## src/rtl/boruss_datapath_core.sv

```systemverilog
// rtl/boruss_datapath_core.sv - parametrised CPU datapath: register file, writeback handshake, flags, timed loads, LED view (optional macro ZERO_REG_EN)
module boruss_datapath_core #(
    parameter int DATA_W      = 8,
    parameter int NUM_REGS    = 4,
    parameter int STEP_DIV    = 8388608,
    parameter int MEM_TIMEOUT = 15,
    localparam int RIDX_W     = $clog2(NUM_REGS)
) (
    input  logic              clk,
    input  logic              reset,
    output logic              step_tick,
    input  logic [RIDX_W-1:0] rd_a_idx,
    input  logic [RIDX_W-1:0] rd_b_idx,
    output logic [DATA_W-1:0] rd_a_data,
    output logic [DATA_W-1:0] rd_b_data,
    input  logic              wb_valid,
    output logic              wb_ready,
    input  logic [RIDX_W-1:0] wb_dest,
    input  logic [1:0]        wb_sel,
    input  logic [DATA_W-1:0] wb_alu,
    input  logic [DATA_W-1:0] wb_imm,
    input  logic              flags_we,
    input  logic [2:0]        flags_in,
    output logic [2:0]        flags,
    output logic              mem_req,
    input  logic              mem_ack,
    input  logic [DATA_W-1:0] mem_rdata,
    output logic              load_err,
    input  logic              err_clr,
    input  logic [RIDX_W-1:0] view_sel,
    output logic [DATA_W-1:0] led_out
);

    localparam int CNT_W = (STEP_DIV > 1) ? $clog2(STEP_DIV) : 1;
    localparam int TO_W  = $clog2(MEM_TIMEOUT + 1);

    localparam logic [1:0] SEL_ALU = 2'd0;
    localparam logic [1:0] SEL_IMM = 2'd1;
    localparam logic [1:0] SEL_MEM = 2'd2;

    typedef enum logic {IDLE, LOAD} state_t;

    state_t              state;
    state_t              state_next;
    logic [DATA_W-1:0]   regs [NUM_REGS];
    logic [CNT_W-1:0]    step_cnt;
    logic [TO_W-1:0]     to_cnt;
    logic [RIDX_W-1:0]   load_dest;

    logic                wr_en;
    logic [RIDX_W-1:0]   wr_idx;
    logic [DATA_W-1:0]   wr_data;
    logic                load_start;
    logic                timeout_hit;
    logic                wr_allowed;

    assign rd_a_data = regs[rd_a_idx];
    assign rd_b_data = regs[rd_b_idx];

`ifdef ZERO_REG_EN
    // Register 0 never leaves its reset value of zero, so reads and the LED view see 0.
    assign wr_allowed = (wr_idx != '0);
`else
    assign wr_allowed = 1'b1;
`endif

    // Step generator: free-running divider, tick registered one cycle after terminal count.
    always_ff @(posedge clk or negedge reset) begin
        if (!reset) begin
            step_cnt  <= '0;
            step_tick <= 1'b0;
        end else begin
            step_tick <= (step_cnt == CNT_W'(STEP_DIV - 1));
            if (step_cnt == CNT_W'(STEP_DIV - 1)) begin
                step_cnt <= '0;
            end else begin
                step_cnt <= step_cnt + 1'b1;
            end
        end
    end

    // FSM state register.
    always_ff @(posedge clk or negedge reset) begin
        if (!reset) begin
            state <= IDLE;
        end else begin
            state <= state_next;
        end
    end

    // Next-state, handshake outputs and register-file write selection.
    always_comb begin
        state_next  = state;
        wb_ready    = 1'b0;
        mem_req     = 1'b0;
        wr_en       = 1'b0;
        wr_idx      = wb_dest;
        wr_data     = wb_alu;
        load_start  = 1'b0;
        timeout_hit = 1'b0;
        case (state)
            IDLE: begin
                wb_ready = 1'b1;
                if (wb_valid) begin
                    case (wb_sel)
                        SEL_ALU: begin
                            wr_en   = 1'b1;
                            wr_data = wb_alu;
                        end
                        SEL_IMM: begin
                            wr_en   = 1'b1;
                            wr_data = wb_imm;
                        end
                        SEL_MEM: begin
                            load_start = 1'b1;
                            state_next = LOAD;
                        end
                        default: ;
                    endcase
                end
            end
            LOAD: begin
                mem_req = 1'b1;
                wr_idx  = load_dest;
                if (mem_ack) begin
                    wr_en      = 1'b1;
                    wr_data    = mem_rdata;
                    state_next = IDLE;
                end else if (to_cnt == TO_W'(MEM_TIMEOUT - 1)) begin
                    timeout_hit = 1'b1;
                    state_next  = IDLE;
                end
            end
            default: state_next = IDLE;
        endcase
    end

    // Load bookkeeping: capture destination on entry, count cycles waiting for ack.
    always_ff @(posedge clk or negedge reset) begin
        if (!reset) begin
            load_dest <= '0;
            to_cnt    <= '0;
        end else if (load_start) begin
            load_dest <= wb_dest;
            to_cnt    <= '0;
        end else if (state == LOAD && !mem_ack) begin
            to_cnt <= to_cnt + 1'b1;
        end
    end

    // Register file write port.
    always_ff @(posedge clk or negedge reset) begin
        if (!reset) begin
            for (int i = 0; i < NUM_REGS; i++) begin
                regs[i] <= '0;
            end
        end else if (wr_en && wr_allowed) begin
            regs[wr_idx] <= wr_data;
        end
    end

    // Flags register, loaded independently of the writeback path.
    always_ff @(posedge clk or negedge reset) begin
        if (!reset) begin
            flags <= '0;
        end else if (flags_we) begin
            flags <= flags_in;
        end
    end

    // Sticky load error; a new timeout beats a simultaneous clear.
    always_ff @(posedge clk or negedge reset) begin
        if (!reset) begin
            load_err <= 1'b0;
        end else if (timeout_hit) begin
            load_err <= 1'b1;
        end else if (err_clr) begin
            load_err <= 1'b0;
        end
    end

    // LED view sampled only on step ticks so it changes at human-visible rate.
    always_ff @(posedge clk or negedge reset) begin
        if (!reset) begin
            led_out <= '0;
        end else if (step_tick) begin
            led_out <= regs[view_sel];
        end
    end

endmodule

```

## config.mk

```make
export PLATFORM = sky130hd
export DESIGN_NAME = boruss_datapath_core
export DESIGN_NICKNAME = d
export VERILOG_FILES = /design/src/rtl/boruss_datapath_core.sv
export SDC_FILE = /design/constraint.sdc
export NUM_CORES = 1
export LEC_CHECK = 0
export BUFFER_PORTS_ARGS = -buffer_cell sky130_fd_sc_hd__buf_2
export CAP_MARGIN = 20
export CORE_MARGIN = 2
export CORE_UTILIZATION = 45
export CTS_BUF_LIST = sky130_fd_sc_hd__clkbuf_8 sky130_fd_sc_hd__clkbuf_16
export DETAILED_ROUTE_END_ITERATION = 12
export PLACE_DENSITY_LB_ADDON = 0.1
export SETUP_SLACK_MARGIN = 0.02
export SLEW_MARGIN = 20
export SYNTH_ARGS = -nofsm -noshare
export SYNTH_HDL_FRONTEND = slang
export SYNTH_SLANG_ARGS = --single-unit
```

## constraint.sdc

```tcl
create_clock -name clk -period 4.19 [get_ports clk]
set_input_delay 0.419 -clock clk [delete_from_list [all_inputs] [get_ports clk]]
set_output_delay 0.419 -clock clk [all_outputs]
set_load 0.02 [all_outputs]
```

Yosys cells after proc, flatten, opt, wreduce, memory -nomap -nowiden

Cells that the tools add are included.

$add $sub $neg: 2
Magnitude comparators: 5
Equal/unequal tests: 4
Muxes and demuxes: 37
Bitwise gates (word level): 5
Reduce and logical (&&, ||, !) cells: 7

Operators with widths:

| cell                  | count |
|---|---|
| $mux 8                | 10 |
| $bmux 8 s2            | 3 |
| $bwmux 32             | 1 |
| $add 23x1->23 const B | 1 |
| $eq 23x23->1 const B  | 1 |
| $mux 23               | 1 |
| $demux 8 s2           | 1 |
| $pmux 8 s2            | 1 |
| $mux 1                | 15 |
| $ge 3x3->1 const B    | 4 |
| $not 2->3             | 4 |
| $mux 4                | 2 |
| $add 4x1->4 const B   | 1 |
| $eq 4x4->1 const B    | 1 |
| $pmux 1 s2            | 2 |
| $reduce_bool 2->1     | 2 |
| $lt 3x1->1 const B    | 1 |
| $eq 2x1->1 const B    | 1 |
| $eq 2x2->1 const B    | 1 |
| $logic_and 1x1->1     | 2 |
| $logic_not 2->1       | 1 |
| $mux 2                | 1 |
| $reduce_or 2->1       | 1 |
| $logic_not 1->1       | 1 |
| $not 1->1             | 1 |

Bits in registers: 75
Input bits: 43
Output and inout port bits: 31
Logic and storage cells: 72

Depth between registers and ports, before layout

Gate-level depths: netlist of run 1.

Depth after elaboration: 7
Depth in mapped cells: 7
Depth with buffers taken out: 5

Worst setup path after synthesis of run 1

No wires, ideal clock.

Path kind: input to output
Start: input port rd_a_idx[0]
End: output port rd_a_data[0]
Arrival time: 1.474 ns
Setup slack: 2.297 ns
Stages: 2
Path buffers: 1
Cell sequence: clkbuf_1 -> mux4_2

Longest elaborated chain between the ends: 4

RTL lines:

| item                                       | RTL line | text |
|---|---|---|
| start: declaration                         | 12       | `input logic [RIDX_W-1:0] rd_a_idx,` |
| $not 2->3 (not written as such)            | 57       | `assign rd_a_data = regs[rd_a_idx];` |
| $bmux 8 s2                                 | 57       |  |
| $mux 8 (not written as such) (2 in series) | 57       |  |
| end: declaration                           | 14       | `output logic [DATA_W-1:0] rd_a_data,` |

No other way between the ends. The select of a mux whose other input is x is not followed.

Worst setup path after layout of run 1

Start: register state
End: register regs[12] (netlist bit)

Longest elaborated chain between the ends: 7
Elaborated cells between the ends (all ways): 11
Those cells by class: order compare: 2; mux: 6; bitwise: 2; reduce/logical: 1

RTL lines:

| item                                                           | RTL line | text |
|---|---|---|
| start: declaration                                             | 43       | `state_t state;` |
| start signal: assignment                                       | 87       | `state <= state_next;` |
| $mux 2                                                         | 101      | `case (state)` |
| $not 2->3 (not written as such)                                | 158      | `regs[wr_idx] <= wr_data;` |
| $ge 3x3->1 (not written as such) or $lt 3x1->1 (tied branches) | 158      |  |
| $logic_and 1x1->1 (not written as such)                        | 158      |  |
| $mux 8 (not written as such)                                   | 158      |  |
| $demux 8 s2                                                    | 158      |  |
| $bwmux 32                                                      | 158      |  |
| end signal: indexed assignment                                 | 158      |  |
| end: declaration                                               | 45       | `logic [DATA_W-1:0] regs [NUM_REGS];` |

Several ways; a longest one is shown, not always the timed one.
A chain may end at the register's enable or synchronous reset.

==> results of run 1 <==
==> flip-flops by register name, summed over array words and instances, names as in the netlist <==
signal / count
flags: 3
led_out: 8
load_dest: 2
load_err: 1
regs: 32
state: 1
step_cnt: 23
step_tick: 1
to_cnt: 4
==> cells in the mapped netlist (all sizes together) <==
library cell,n,share of area (%)
dfrtp,75,48
mux2,45,13
mux4,24,14
nand2,21,2.0
nand3,12,1.7
nor2,12,1.2
buf,11,1.5
xnor2,10,2.2
a21oi,9,1.2
mux2i,9,2.3
nand4,9,1.8
xor2,8,1.8
a22oi,7,1.3
o21ai,7,0.89
nor3,6,0.77
clkbuf,5,0.48
inv,5,0.48
and3,4,0.64
nor2b,4,0.64
and4,3,0.67
ha,3,0.96
nand2b,3,0.48
nor4,3,0.64
nand3b,2,0.38
or3,2,0.32
or4,2,0.38
and3b,1,0.22
o32ai,1,0.22
or2,1,0.16
==> layer usage <==
metal	wire length, um	part of all wire (%)	up-vias
li1	-	-	1262
met1	4140	50	1339
met2	3660	44	77
met5	0	0	-
met3	412	5.0	5
met4	74	0.89	0
==> power groups by stage <==
stage               Sequential (W)  Combinational [W]  Clock (W)
finish                     0.00103           0.000629   0.000545
global route               0.00105           0.000680   0.000590
CTS                        0.00102           0.000637   0.000558
detailed placement         0.00104           0.000637          0
global placement           0.00103           0.000625          0
floorplan                 0.000986           0.000485          0
==> critical path: stages (launching register included) <==
cell                      delay, ns
sky130_fd_sc_hd__dfrtp_1       0.83
sky130_fd_sc_hd__nand2_1       0.10
sky130_fd_sc_hd__o32ai_1       0.18
sky130_fd_sc_hd__nor2b_1       0.63
sky130_fd_sc_hd__mux2_2        0.41
==> kinds of logic after synthesis <==
family	synth area share (%)
AND/OR/NAND/NOR	12.0
multiplexers	29.0
adder cells (fa/ha/maj)	0.959
flip-flops	47.9
buffers and inverters	2.43
XOR/XNOR	4.03
AO/OA/AOI/OAI	3.61
==> metrics by stage <==
step / util, % / hold WS (ns) / total power (W) / cell area (um2)
6_report: 52.8 / 0.203 / 0.00220 / 4540
5_1_grt: 52.8 / 0.287 / 0.00232 / 4540
4_1_cts: 52.8 / 0.253 / 0.00222 / 4540
3_5_place_dp: 50.5 / 0.461 / 0.00167 / 4340
3_3_place_gp: 50.5 / 0.461 / 0.00165 / 4340
2_1_floorplan: - / 0.123 / 0.00147 / 3920
==> layout make-up <==
cell class	count	area share, %
multi-input cells	208	42.9
flip-flops and latches	75	41.4
repair buffers	73	8.11
well taps	108	2.98
clock buffers	9	2.73
clock inverters	7	1.54
inverters	5	0.414
==> path summary, 6_finish.rpt <==
kind                              end  slack, ns
max                          regs[12]       1.93
min                        led_out[3]       0.20
max reg2reg                  regs[12]       1.93
min reg2reg                 to_cnt[3]       0.47
max in group asynchronous   step_tick       3.34
min in group clk             load_err       0.28
==> results.sh, run 1 <==
export IMPL_outcome="finished clean"
export IMPL_clockBufferDepth=2
export IMPL_fp_row_count=34
export IMPL_ys_warn_count=0
export IMPL_core_region_area_um2=8590
export IMPL_max_clock_freq_mhz=443
export IMPL_grt_max_degree=76
export IMPL_rsz0062_at_grt="no"
export IMPL_cp_required_ns=4.41
export IMPL_power_share_switching_pct=31.5
export IMPL_power_sequential_fraction_pct=46.6
export IMPL_viasPerCell=5.53
export IMPL_setup_ws_ns=1.93
export IMPL_p_comb_share_pct=28.6
export IMPL_crit_arrival_ns=2.48
export IMPL_floorplan_initialDensity_pct=45.6
export IMPL_slew_headroom_pct=36.4
export IMPL_class_of_the_most_critical_hold_timing_path="primary input to async pin"
export IMPL_post_cts_setup_buffer_count=0
export IMPL_sort_of_element_at_the_start_of_the_critical_path="flip-flop"
export IMPL_clock_pin_slew_on_the_worst_setup_and_hold_paths_ns=0.09
export IMPL_power_density_nw_per_um2=485
export IMPL_total_area_of_multi_input_combinational_cells_um2=1940
export IMPL_detailedRoute_firstPassIterationCount=4
export IMPL_timing_setup_critical_path_class="flip-flop to flip-flop"
export IMPL_finalHoldViolations=0
export IMPL_fill_cells=778
export IMPL_fin_tns_setup_ns=0
export IMPL_reg2reg_from="state"
export IMPL_crit_fanout=26
export IMPL_wire_per_inst_um=17.1
export IMPL_grt_pass1_wl_um=13900
export IMPL_synthesis_area_per_instance_um2=12.9
export IMPL_dp_cells=469
export IMPL_post_route_period_util_pct=53.9
export IMPL_netSwitchingPower_w=0.000692
export IMPL_seq_area_frac_synth_pct=47.9
export IMPL_post_synth_inst_count=304
export IMPL_hold_buffer_count_at_cts=0
export IMPL_finalWirelength_um=8280
export IMPL_max_cap_viols=0
export IMPL_critical_path_endpoint_type="flip-flop"
export IMPL_area_taken_by_flip_flops_and_latches_um2=1880
export IMPL_grt_most_used_layer="met1"
export IMPL_met1_usage_pct=28.6
export IMPL_initialDrtViolationCount=116
export IMPL_final_cells=485
export IMPL_cts_resized=0
export IMPL_flow_area_growth_from_synthesis_pct=15.8
export IMPL_postSynthRegisterBits=75
export IMPL_clock_tree_htree_level_count=3
export IMPL_clock_skew_final_ns=0.0121
export IMPL_max_vdd_ir_drop_uv=172
export IMPL_place_congestion=0.733
export IMPL_tritoncts="yes"
export IMPL_total_cts_buffers=9
export IMPL_gr_usage_all_layers_pct=18.5
export IMPL_final_common_cell="sky130_fd_sc_hd__dfrtp_1"
export IMPL_synth_fp_nets=350
export IMPL_reg2regPathDepth=4
export IMPL_via_count_of_the_first_global_routing_pass=2643
export IMPL_timing_final_setup_violations=0
export IMPL_clock_insertion_delay_worst_skew_ns=0.34
export IMPL_post_synth_instance_area_um2=3920
export IMPL_dp_worst_setup_slack_ns=1.93
export IMPL_vias=2683
export IMPL_power_frac_clock_pct=24.8
export IMPL_slew_viol_final=0
export IMPL_ctsRootBufferMaster="sky130_fd_sc_hd__clkbuf_8"
export IMPL_globalRouteOverflowTotal=0
export IMPL_least_margin_pin_slew_ns=0.953
export IMPL_die_height_um=97.3
export IMPL_place_detailed_hpwl_um=5870
export IMPL_num_antenna_cells=0
export IMPL_fp_dieW_um=97.3
export IMPL_layout_cells_most_common_list="sky130_fd_sc_hd__dfrtp_1 (75), sky130_fd_sc_hd__buf_2 (72), sky130_fd_sc_hd__mux2_2 (45)"
export IMPL_fin_crit_ns=2.26
export IMPL_power_leakage_nw=2.05
export IMPL_nNetsFinal=418
export IMPL_detail_route_drc_violations=0
export IMPL_grt_antenna_before_repair=0
export IMPL_design_die_area_um2=9470
export IMPL_grt_util_met2_pct=26.9
export IMPL_ant_nets=0
export IMPL_numPortBuffers=73
export IMPL_global_route_usage_met3_pct=3.31
export IMPL_startpoint="state"
export IMPL_cts_num_sinks=75
export IMPL_io_pins=74
export IMPL_synth_distinct_cells=36
export IMPL_layout_drive_gt1_share_pct=43.0
export IMPL_internal_power_w=0.00151
Note: power is estimated with default switching activity, not from simulation.
==> run 2, diff against run 1 <==
==> constraint.sdc (replaced) <==
create_clock -name clk -period 2.3 [get_ports clk]
set_input_delay 0.23 -clock clk [delete_from_list [all_inputs] [get_ports clk]]
set_output_delay 0.23 -clock clk [all_outputs]
set_load 0.02 [all_outputs]
==> run 2 against run 1 <==
  * Die area stayed put
  * Design area up 2.8%
  * Global-route usage increased by 0.91 points
  * Critical path type unchanged
  * Critical endpoint is now regs[9]
  * Largest power group unchanged
==> results.sh, run 2 (synthesis gave the netlist of run 1 again) <==
export IMPL_ctsRootBufferMaster="sky130_fd_sc_hd__clkbuf_8"
export IMPL_reg2regPathDepth=4
export IMPL_wire_per_inst_um=17.2
export IMPL_nNetsFinal=427
export IMPL_floorplan_initialDensity_pct=45.6
export IMPL_clock_pin_slew_on_the_worst_setup_and_hold_paths_ns=0.08
export IMPL_num_antenna_cells=0
export IMPL_viasPerCell=5.56
export IMPL_power_leakage_nw=2.12
export IMPL_dp_worst_setup_slack_ns=0.469
export IMPL_crit_fanout=14
export IMPL_rsz0062_at_grt="no"
export IMPL_clock_tree_htree_level_count=3
export IMPL_io_pins=74
export IMPL_finalWirelength_um=8460
export IMPL_layout_cells_most_common_list="sky130_fd_sc_hd__dfrtp_1 (75), sky130_fd_sc_hd__buf_2 (72), sky130_fd_sc_hd__mux2_2 (45)"
export IMPL_critical_path_reg2reg_endpoint="regs[9]"
export IMPL_total_area_of_multi_input_combinational_cells_um2=1940
export IMPL_cp_required_ns=2.53
export IMPL_initialDrtViolationCount=88
export IMPL_grt_max_degree=40
export IMPL_setup_ws_ns=0.453
export IMPL_internal_power_w=0.00298
export IMPL_fp_dieW_um=97.3
export IMPL_class_of_the_most_critical_hold_timing_path="primary input to flip-flop"
export IMPL_critical_path_endpoint_type="flip-flop"
export IMPL_detail_route_drc_violations=0
export IMPL_sort_of_element_at_the_start_of_the_critical_path="flip-flop"
export IMPL_grt_pass1_wl_um=14300
export IMPL_die_height_um=97.3
export IMPL_fp_row_count=34
export IMPL_area_taken_by_flip_flops_and_latches_um2=1880
export IMPL_cts_resized=0
export IMPL_crit_arrival_ns=2.07
export IMPL_layout_drive_gt1_share_pct=44.2
export IMPL_final_common_cell="sky130_fd_sc_hd__dfrtp_1"
export IMPL_ant_nets=0
export IMPL_fill_cells=738
export IMPL_netSwitchingPower_w=0.00125
export IMPL_clock_skew_final_ns=0.0143
export IMPL_design_die_area_um2=9470
export IMPL_max_clock_freq_mhz=542
export IMPL_fin_tns_setup_ns=0
export IMPL_reg2reg_from="state"
export IMPL_power_sequential_fraction_pct=43.9
export IMPL_max_reg_flops=32
export IMPL_registers_with_the_most_flip_flops="regs x32, step_cnt x23, led_out x8"
export IMPL_clockBufferDepth=2
export IMPL_p_comb_share_pct=27.5
export IMPL_power_share_switching_pct=29.5
export IMPL_clock_insertion_delay_worst_skew_ns=0.35
export IMPL_via_count_of_the_first_global_routing_pass=2724
export IMPL_slew_headroom_pct=63.6
export IMPL_gr_usage_all_layers_pct=19.4
export IMPL_core_region_area_um2=8590
export IMPL_reg2reg_slack_ns=0.45
export IMPL_max_cap_viols=0
export IMPL_flow_area_growth_from_synthesis_pct=19.1
export IMPL_least_margin_pin_slew_ns=0.545
export IMPL_numPortBuffers=73
export IMPL_max_vdd_ir_drop_uv=410
export IMPL_fin_crit_ns=1.85
export IMPL_place_detailed_hpwl_um=6110
export IMPL_startpoint="state"
export IMPL_crit_end="regs[9]"
export IMPL_timing_final_setup_violations=0
export IMPL_timing_setup_critical_path_class="flip-flop to flip-flop"
export IMPL_slew_viol_final=0
export IMPL_grt_antenna_before_repair=0
export IMPL_total_cts_buffers=9
export IMPL_post_cts_setup_buffer_count=0
export IMPL_vias=2743
export IMPL_detailedRoute_firstPassIterationCount=4
export IMPL_hp_start="err_clr"
export IMPL_cts_num_sinks=75
export IMPL_finalHoldViolations=0
export IMPL_outcome="finished clean"
export IMPL_tritoncts="yes"
export IMPL_globalRouteOverflowTotal=0
export IMPL_hold_buffer_count_at_cts=1
export IMPL_final_core_util_pct=54.3
export IMPL_power_frac_clock_pct=28.6
export IMPL_registers_top_by_ff_count="regs"
export IMPL_power_density_nw_per_um2=906
export IMPL_post_route_period_util_pct=80.3
export IMPL_place_congestion=0.729
[run 2: cell types whose count changed in the layout (fill, tap and decap cells not counted)]
cell / delta
sky130_fd_sc_hd__bufinv_16: +2
sky130_fd_sc_hd__clkinv_4: +1
sky130_fd_sc_hd__clkinvlp_4: -2
sky130_fd_sc_hd__buf_12: +1
sky130_fd_sc_hd__dlygate4sd3_1: +1
sky130_fd_sc_hd__buf_4: +7
sky130_fd_sc_hd__inv_1: -1
sky130_fd_sc_hd__clkinv_2: -1
[run 2: how the worst min path moves through the flow]
| stage | cells after the start | end |
|---|---|---|
| finish | 2 | load_err |
| global route | 2 | load_err |
| CTS | 2 | load_err |
| detailed placement | 1 | led_out[3] |
| global placement | 1 | led_out[3] |
| floorplan | 0 | flags[0] |
[run 2: area by class of cell]
cell class                 count  share of cell area [%]
multi-input combinational    208                    41.7
sequential                    75                    40.2
timing repair buffer          82                    9.66
tap                          108                    2.90
clock buffer                   9                    2.66
clock inverter                 6                    2.47
inverter                       5                   0.402
[run 2: critical path, cell delays in order (launching register included)]
cell and delay (ns):
sky130_fd_sc_hd__dfrtp_1 0.52, sky130_fd_sc_hd__o32ai_1 0.36, sky130_fd_sc_hd__nor2b_1 0.29, sky130_fd_sc_hd__buf_4 0.21
sky130_fd_sc_hd__mux2_2 0.33
[run 2: stage by stage]
stage,std cells,instance area [um2],hold WS (ns),power [W]
after floorplan,304,3920,-0.0656,0.00268
after global placement,477,4420,0.254,0.00301
after detailed placement,477,4420,0.255,0.00305
after CTS,493,4660,0.0436,0.00427
after global routing,493,4660,0.0750,0.00447
final,493,4660,0.0581,0.00422
[run 2: power groups by stage]
stage	sequential (W)	clock (W)	combinational, W
finish	0.00185	0.00121	0.00116
global route	0.00190	0.00131	0.00126
CTS	0.00185	0.00125	0.00118
detailed placement	0.00188	0	0.00117
global placement	0.00186	0	0.00116
floorplan	0.00180	0	0.000883
[run 2: per-layer routing]
layer | vias up | global-route usage, % | wire length (um)
met5 | - | 0 | 0
met2 | 82 | 29.1 | 3840
met4 | 0 | 7.91 | 143
li1 | 1284 | - | -
met1 | 1365 | 28.3 | 4090
met3 | 12 | 3.38 | 394
